**src/rtl/rgb_pkg.sv**
```systemverilog
// Shared types and helpers for the RGB LED driver.
// Colour codes are ordered {r,g,b}.
package rgb_pkg;

    typedef enum logic {IDLE, SHOW} state_t;

    typedef logic [2:0] colour_t;

    localparam colour_t RED   = 3'b100;
    localparam colour_t GREEN = 3'b010;
    localparam colour_t BLUE  = 3'b001;
    localparam colour_t NONE  = 3'b000;

    // True when exactly one colour flag is set.
    function automatic logic is_onehot(input colour_t c);
        return (c == RED) || (c == GREEN) || (c == BLUE);
    endfunction

endpackage

```
**src/rtl/rgb_pwm_gen.sv**
```systemverilog
// Free-running PWM counter with a live duty compare.
// pwm_on is combinational from the counter and the current duty value.
module rgb_pwm_gen #(
    parameter int unsigned DUTY_W = 4
) (
    input  logic              clk,
    input  logic              rst,
    input  logic [DUTY_W-1:0] duty,
    output logic              pwm_on
);

    logic [DUTY_W-1:0] pwm_cnt;

    always_ff @(posedge clk) begin
        if (rst) begin
            pwm_cnt <= '0;
        end else begin
            pwm_cnt <= pwm_cnt + DUTY_W'(1);
        end
    end

    assign pwm_on = (pwm_cnt < duty);

endmodule

```
**src/rtl/rgb_led_driver.sv**
```systemverilog
// Captures a one-hot colour on a sample strobe and displays it on an RGB LED
// for a fixed hold time, PWM-dimmed and optionally blinking.
module rgb_led_driver
    import rgb_pkg::*;
#(
    parameter int unsigned DUTY_W      = 4,
    parameter int unsigned HOLD_CYCLES = 16,
    parameter int unsigned BLINK_HALF  = 4
) (
    input  logic              clk,
    input  logic              rst,
    input  logic              red,
    input  logic              green,
    input  logic              blue,
    input  logic              sample,
    input  logic [DUTY_W-1:0] duty,
    input  logic              blink_en,
    output logic              led_r,
    output logic              led_g,
    output logic              led_b,
    output logic              busy,
    output logic              err
);

    localparam int unsigned HOLD_W  = (HOLD_CYCLES > 1) ? $clog2(HOLD_CYCLES) : 1;
    localparam int unsigned BLINK_W = (BLINK_HALF > 1) ? $clog2(BLINK_HALF) : 1;
    localparam logic [HOLD_W-1:0]  HOLD_LAST  = HOLD_W'(HOLD_CYCLES - 1);
    localparam logic [BLINK_W-1:0] BLINK_LAST = BLINK_W'(BLINK_HALF - 1);

    state_t             state;
    colour_t            colour;
    logic [HOLD_W-1:0]  hold_cnt;
    logic [BLINK_W-1:0] blink_cnt;
    logic               blink_phase;
    logic               pwm_on;

    colour_t in_colour;
    logic    valid;
    logic    invalid;

    assign in_colour = {red, green, blue};
    assign valid     = sample & is_onehot(in_colour);
    assign invalid   = sample & ~is_onehot(in_colour);

    rgb_pwm_gen #(
        .DUTY_W (DUTY_W)
    ) u_pwm (
        .clk    (clk),
        .rst    (rst),
        .duty   (duty),
        .pwm_on (pwm_on)
    );

    // LEDs are driven from the current state, so they trail the FSM by one cycle.
    always_ff @(posedge clk) begin
        if (rst) begin
            state       <= IDLE;
            colour      <= NONE;
            hold_cnt    <= '0;
            blink_cnt   <= '0;
            blink_phase <= 1'b1;
            led_r       <= 1'b0;
            led_g       <= 1'b0;
            led_b       <= 1'b0;
            busy        <= 1'b0;
            err         <= 1'b0;
        end else begin
            err   <= invalid;
            led_r <= (state == SHOW) & colour[2] & pwm_on & blink_phase;
            led_g <= (state == SHOW) & colour[1] & pwm_on & blink_phase;
            led_b <= (state == SHOW) & colour[0] & pwm_on & blink_phase;

            case (state)
                IDLE: begin
                    hold_cnt    <= '0;
                    blink_cnt   <= '0;
                    blink_phase <= 1'b1;
                    if (valid) begin
                        state  <= SHOW;
                        colour <= in_colour;
                        busy   <= 1'b1;
                    end else begin
                        busy <= 1'b0;
                    end
                end
                SHOW: begin
                    // A retrigger wins over the terminal-count exit.
                    if (valid) begin
                        colour      <= in_colour;
                        hold_cnt    <= '0;
                        blink_cnt   <= '0;
                        blink_phase <= 1'b1;
                        busy        <= 1'b1;
                    end else if (hold_cnt == HOLD_LAST) begin
                        state       <= IDLE;
                        colour      <= NONE;
                        hold_cnt    <= '0;
                        blink_cnt   <= '0;
                        blink_phase <= 1'b1;
                        busy        <= 1'b0;
                    end else begin
                        hold_cnt <= hold_cnt + HOLD_W'(1);
                        busy     <= 1'b1;
                        if (blink_en) begin
                            if (blink_cnt == BLINK_LAST) begin
                                blink_cnt   <= '0;
                                blink_phase <= ~blink_phase;
                            end else begin
                                blink_cnt <= blink_cnt + BLINK_W'(1);
                            end
                        end else begin
                            blink_cnt   <= '0;
                            blink_phase <= 1'b1;
                        end
                    end
                end
                default: begin
                    state <= IDLE;
                    busy  <= 1'b0;
                end
            endcase
        end
    end

endmodule

```
**config.mk**
```make
export PLATFORM = sky130hd
export DESIGN_NAME = rgb_led_driver
export DESIGN_NICKNAME = d
export VERILOG_FILES = /design/src/rtl/rgb_pkg.sv /design/src/rtl/rgb_pwm_gen.sv /design/src/rtl/rgb_led_driver.sv
export SDC_FILE = /design/constraint.sdc
export NUM_CORES = 1
export LEC_CHECK = 0
export BUFFER_PORTS_ARGS = -buffer_cell sky130_fd_sc_hd__buf_2
export CAP_MARGIN = 20
export CORE_MARGIN = 2
export CORE_UTILIZATION = 40
export DETAILED_ROUTE_END_ITERATION = 10
export MAX_ROUTING_LAYER = met4
export PLACE_DENSITY = 0.59
export REMOVE_ABC_BUFFERS = 1
export SLEW_MARGIN = 20
export SYNTH_ARGS = -nofsm -noshare
export SYNTH_HDL_FRONTEND = slang
export SYNTH_SLANG_ARGS = --single-unit
```
**constraint.sdc**
```tcl
create_clock -name clk -period 1.6 [get_ports clk]
set_input_delay 0.24 -clock clk [delete_from_list [all_inputs] [get_ports clk]]
set_output_delay 0.24 -clock clk [all_outputs]
set_load 0.05 [all_outputs]
```
### After elaboration in Yosys (flattened, before gate mapping)

Index checks and enable logic that the tools add are counted.

| storage, ports and cells | value |
|---|---|
| flip-flop bits (word level) | 19 |
| output and inout port bits | 5 |

| operators by class | value |
|---|---|
| eq/ne operators | 8 |
| bitwise operators | 14 |
| magnitude comparators | 1 |
| reduce and logical (&&, ||, !) cells | 3 |
| multiplexer cells | 21 |
| add/subtract/negate cells | 3 |

Operator list:

| operator | number |
|---|---|
| $and 1x1->1 | 11 |
| $mux 3 | 3 |
| $add 4x1->4 const B | 2 |
| $mux 2 | 4 |
| $mux 4 | 2 |
| $pmux 4 s2 | 1 |
| $mux 1 | 7 |
| $pmux 3 s2 | 1 |
| $ne 5x2->1 const B | 1 |
| $eq 4x4->1 const B | 1 |
| $lt 4x4->1 | 1 |
| $pmux 1 s2 | 2 |
| $pmux 2 s2 | 1 |
| $eq 3x1->1 const B | 1 |
| $eq 3x2->1 const B | 1 |
| $eq 3x3->1 const B | 1 |
| $ne 3x1->1 const B | 1 |
| $not 1->1 | 3 |
| $add 2x1->2 const B | 1 |
| $eq 2x2->1 const B | 1 |
| $logic_or 1x1->1 | 2 |
| $ne 2x2->1 const B | 1 |
| $reduce_and 2->1 | 1 |

### Logic depth before layout (Yosys ltp)

| logic depth | value |
|---|---|
| depth in word-level cells | 6 |
| gate-level depth with buffers | 5 |
| mapped depth without buffers | 5 |

### Modules after synthesis

From an unflattened synthesis, not the netlist that was laid out.

| second synthesis, totals | value |
|---|---|
| cells, all modules | 80 |
| area total of the unflattened synthesis | 835.8 µm² |

By module, submodules not included:

| module | cells each | area an instance (µm²) | sequential area each (µm²) | instances |
|---|---|---|---|---|
| rgb_led_driver | 57 | 618.1 | 300.3 | 1 |
| rgb_pwm_gen | 23 | 217.7 | 80.1 | 1 |

### Worst setup path before layout

OpenSTA, ideal clock, no wires.

| timing path | value |
|---|---|
| kind | register to register |
| from | reg state |
| to | reg blink_phase |
| cell stages (with the launch flop) | 4 |
| data required time | 1473 ps |
| period minus slack after synthesis | 1490 ps |
| arrival time | 1363 ps |
| library setup time | 127 ps |
| slack | 110 ps |
| path through | dfxtp_1 > nor2b_1 > nand2_1 > or3_1 |

| between the ends | value |
|---|---|
| longest elaborated chain between the ends | 2 |

RTL lines:

| what | line | RTL |
|---|---|---|
| from (decl) | rgb_led_driver.sv:30 | `state_t state;` |
| from (signal assigned) | rgb_led_driver.sv:57 | `state <= IDLE;` |
| from (signal assigned) | rgb_led_driver.sv:79 | `state <= SHOW;` |
| from (signal assigned) | rgb_led_driver.sv:95 | `state <= IDLE;` |
| $not 1->1 | - |  |
| $pmux 1 s2 | rgb_led_driver.sv:73 | `case (state)` |
| to (signal assigned) | rgb_led_driver.sv:107 | `blink_phase <= ~blink_phase;` |
| to (decl) | rgb_led_driver.sv:34 | `logic blink_phase;` |

Several ways; a longest one is shown, not always the timed one.
A chain may end at the register's enable or synchronous reset.

### Final worst setup path

Same ends and word-level chain as after synthesis.

==> impl_metrics.env <==
export IMPL_outcome="complete, no violations"
export IMPL_cts_tree="done"
export IMPL_grt_overflow=0
export IMPL_slew_headroom=0.759
export IMPL_p_leak_nw=0.422
export IMPL_cap_violations=0
export IMPL_dp_hpwl_um=995
export IMPL_post_route_period_util=0.830
export IMPL_synth_edf_count=0
export IMPL_critPathCaptureType="flip-flop"
export IMPL_synthXorXnorAreaFrac=0.0646
export IMPL_ys_ff_latch=19
export IMPL_yosysMostFrequentCell="dfxtp_1"
export IMPL_synth_fa_ha_area_frac=0.0923
export IMPL_min_path_type="in -> reg"
export IMPL_p_switching_mw=0.225
export IMPL_synth_compound_area_frac=0.0969
export IMPL_wirelength_um=1310
export IMPL_setup_viol=0
export IMPL_worst_setup_path_start_kind="flip-flop"
export IMPL_initial_core_util=0.419
export IMPL_drive_gt1_frac=0.212
export IMPL_crit_slowest_cell="dfxtp_1"
export IMPL_wl_per_cell_um=10.4
export IMPL_yosys_area_share_simple=0.231
export IMPL_core_area_mm2=0.00194
export IMPL_synth_area_um2=813
export IMPL_fp_dieW_um=49.1
export IMPL_routed_via_count=594
export IMPL_die_area_mm2=0.00241
export IMPL_synthMuxAreaShare=0.0246
export IMPL_combPwrFrac=0.128
export IMPL_synth_largest_area_cell="dfxtp_1"
export IMPL_switching_share=0.263
export IMPL_critPathArrivalTime_ns=1.52
export IMPL_place_area_um2=918
export IMPL_die_h_um=49.1
export IMPL_postCtsSetupBuffers=0
export IMPL_cts_buffers=3
export IMPL_vdd_drop_max_v=0.000499
export IMPL_crit_required_ns=1.79
export IMPL_hold_viol_final=0
export IMPL_ys_warn_count=0
export IMPL_async_reset_ff_frac=0
export IMPL_ctsHoldBuffers=0
export IMPL_p_per_area_mw_per_mm2=903
export IMPL_clock_power_share=0.286
export IMPL_path_delay_family="simple AND/OR/NAND/NOR gates"
export IMPL_clock_path_buffers=2
export IMPL_path_cells="nor2b_1, nand2_1, or3_1"
export IMPL_path_buf_inv=0
export IMPL_power_mw=0.854
export IMPL_drv_slew=0
export IMPL_grt_pass1_vias=576
export IMPL_synth_cell_types=28
export IMPL_critical_path_class="reg -> reg"
export IMPL_critPathMaxStageDelay_ns=0.39
export IMPL_clk_insertion_delay_late_ns=0.30
export IMPL_syn_inst=81
export IMPL_ctsResizeCount=0
export IMPL_internal_power_mw=0.629
export IMPL_gp_congestion=0.737
export IMPL_diodes=0
export IMPL_port_buffers=15
export IMPL_cts_sinks=19
export IMPL_ios=16
export IMPL_tns_ns=0
export IMPL_drtPass1Iterations=4
export IMPL_antenna_found_initial=0
export IMPL_avgSynthCellArea_um2=10.0
export IMPL_cp_max_fo=7
export IMPL_rsz0062_at_grt="no"
export IMPL_pwr_share_seq=0.586
export IMPL_finalNetCount=117
export IMPL_design_area_um2=946
export IMPL_fin_crit_ns=1.33
export IMPL_grt_use_total=0.124
export IMPL_ant_nets=0
export IMPL_rows=16
export IMPL_worstMarginPinSlew_ns=0.362
export IMPL_synth_commonest_cells="dfxtp_1 (19), nand2_1 (8), ha_1 (6)"
export IMPL_synth_area_leaders="dfxtp_1 (47%), ha_1 (9.2%), nand2b_1 (3.8%)"
export IMPL_synth_flop_cell="dfxtp_1"
export IMPL_h_tree_depth=1
export IMPL_drcViolationCount=0
export IMPL_skew_ns=0.00653
export IMPL_synth_top_cell_area_share=0.468
export IMPL_drtIter0Drc=2
export IMPL_grt_start_max_net_pins=12
export IMPL_synth_yosys_seq_area_share=0.468
export IMPL_via_per_inst=4.71
export IMPL_synth_top_family_by_area="simple AND/OR/NAND/NOR gates"
export IMPL_root_buffer="clkbuf_4"
export IMPL_cts_clk_slew_worst_paths_ns=0.11
export IMPL_grt_pass1_wl_um=2240
export IMPL_fmax_ghz=0.753
export IMPL_area_delta_synth_final_pct=16.3
==> sequential cells by signal, summed over array words and instances, names as in the netlist <==
| name | flops |
|---|---|
| blink_cnt | 2 |
| state | 1 |
| blink_phase | 1 |
| hold_cnt | 4 |
| led_g | 1 |
| u_pwm.pwm_cnt | 4 |
| led_b | 1 |
| colour | 3 |
| led_r | 1 |
| err | 1 |
==> logic make-up (layout without fill, tap and decap cells) <==
family          after synthesis  count (layout)
compound gates               10              10
simple gates                 33              33
fa+ha+maj                     6               6
buf+inv                       5              23
flops                        19              19
mux                           2               2
xor+xnor                      6               6
==> path summary, 6_finish.rpt <==
path	from	cells after the start	end	slack (ns)
worst min register to register	colour[1]$_SDFFE_PP0P_	2	led_g$_SDFF_PP0_	0.44
worst max-delay path	state$_SDFF_PP0_	3	blink_phase$_SDFFE_PP1P_	0.27
worst max register to register	state$_SDFF_PP0_	3	blink_phase$_SDFFE_PP1P_	0.27
worst min-delay path	blink_en	3	blink_phase$_SDFFE_PP1P_	0.20
==> worst register-to-register path: cells and delay by family, from the launching register on <==
kind	cells	cell delay (ns)
AND/OR/NAND/NOR	3	0.83
flip-flops	1	0.39
==> per-layer routing <==
layer,global-route usage,vias to the layer above,part of all wire
met5,-,-,0
met4,0.0714,0,0.028
met3,0.0276,5,0.039
met2,0.196,14,0.43
met1,0.143,260,0.50
li1,-,315,-
==> power by group through the flow <==
stage	clock [mW]	sequential [mW]	combinational, mW
2_1_floorplan	0	0.524	0.0622
3_3_place_gp	0	0.511	0.108
3_5_place_dp	0	0.512	0.110
4_1_cts	0.249	0.501	0.110
5_1_grt	0.276	0.503	0.121
6_report	0.245	0.501	0.109
==> area by class of cell <==
class | count | area (µm²)
multi-input cells | 57 | 414
inverters | 4 | 15.0
flip-flops and latches | 19 | 380
clock buffers | 3 | 22.5
repair buffers | 15 | 75.1
fillers | 203 | 996
clock inverters | 1 | 5.00
well taps | 27 | 33.8
==> cell usage in the layout (no fill, tap or decap), types with 2 or more instances in the layout <==
cell type / count
nand2_1: 8
o21a_1: 2
nor2b_1: 2
xnor2_1: 3
nor3b_1: 2
inv_1: 4
nand2b_1: 5
mux2i_1: 2
nor2_1: 4
a21oi_1: 3
clkbuf_4: 3
nor3_1: 2
ha_1: 6
nand3_1: 3
dfxtp_1: 19
xor2_1: 3
buf_2: 15
==> per-stage QoR <==
stage | cells | setup WS, ns | util | hold WS, ns
global route | 126 | 0.178 | 0.487 | 0.192
finish | 126 | 0.272 | 0.487 | 0.199
detailed placement | 122 | 0.206 | 0.473 | 0.431
global placement | 122 | 0.235 | 0.473 | 0.421
floorplan | 80 | 0.110 | - | 0.307
CTS | 126 | 0.260 | 0.487 | 0.198
No activity file was read; power rests on OpenSTA's default activity.
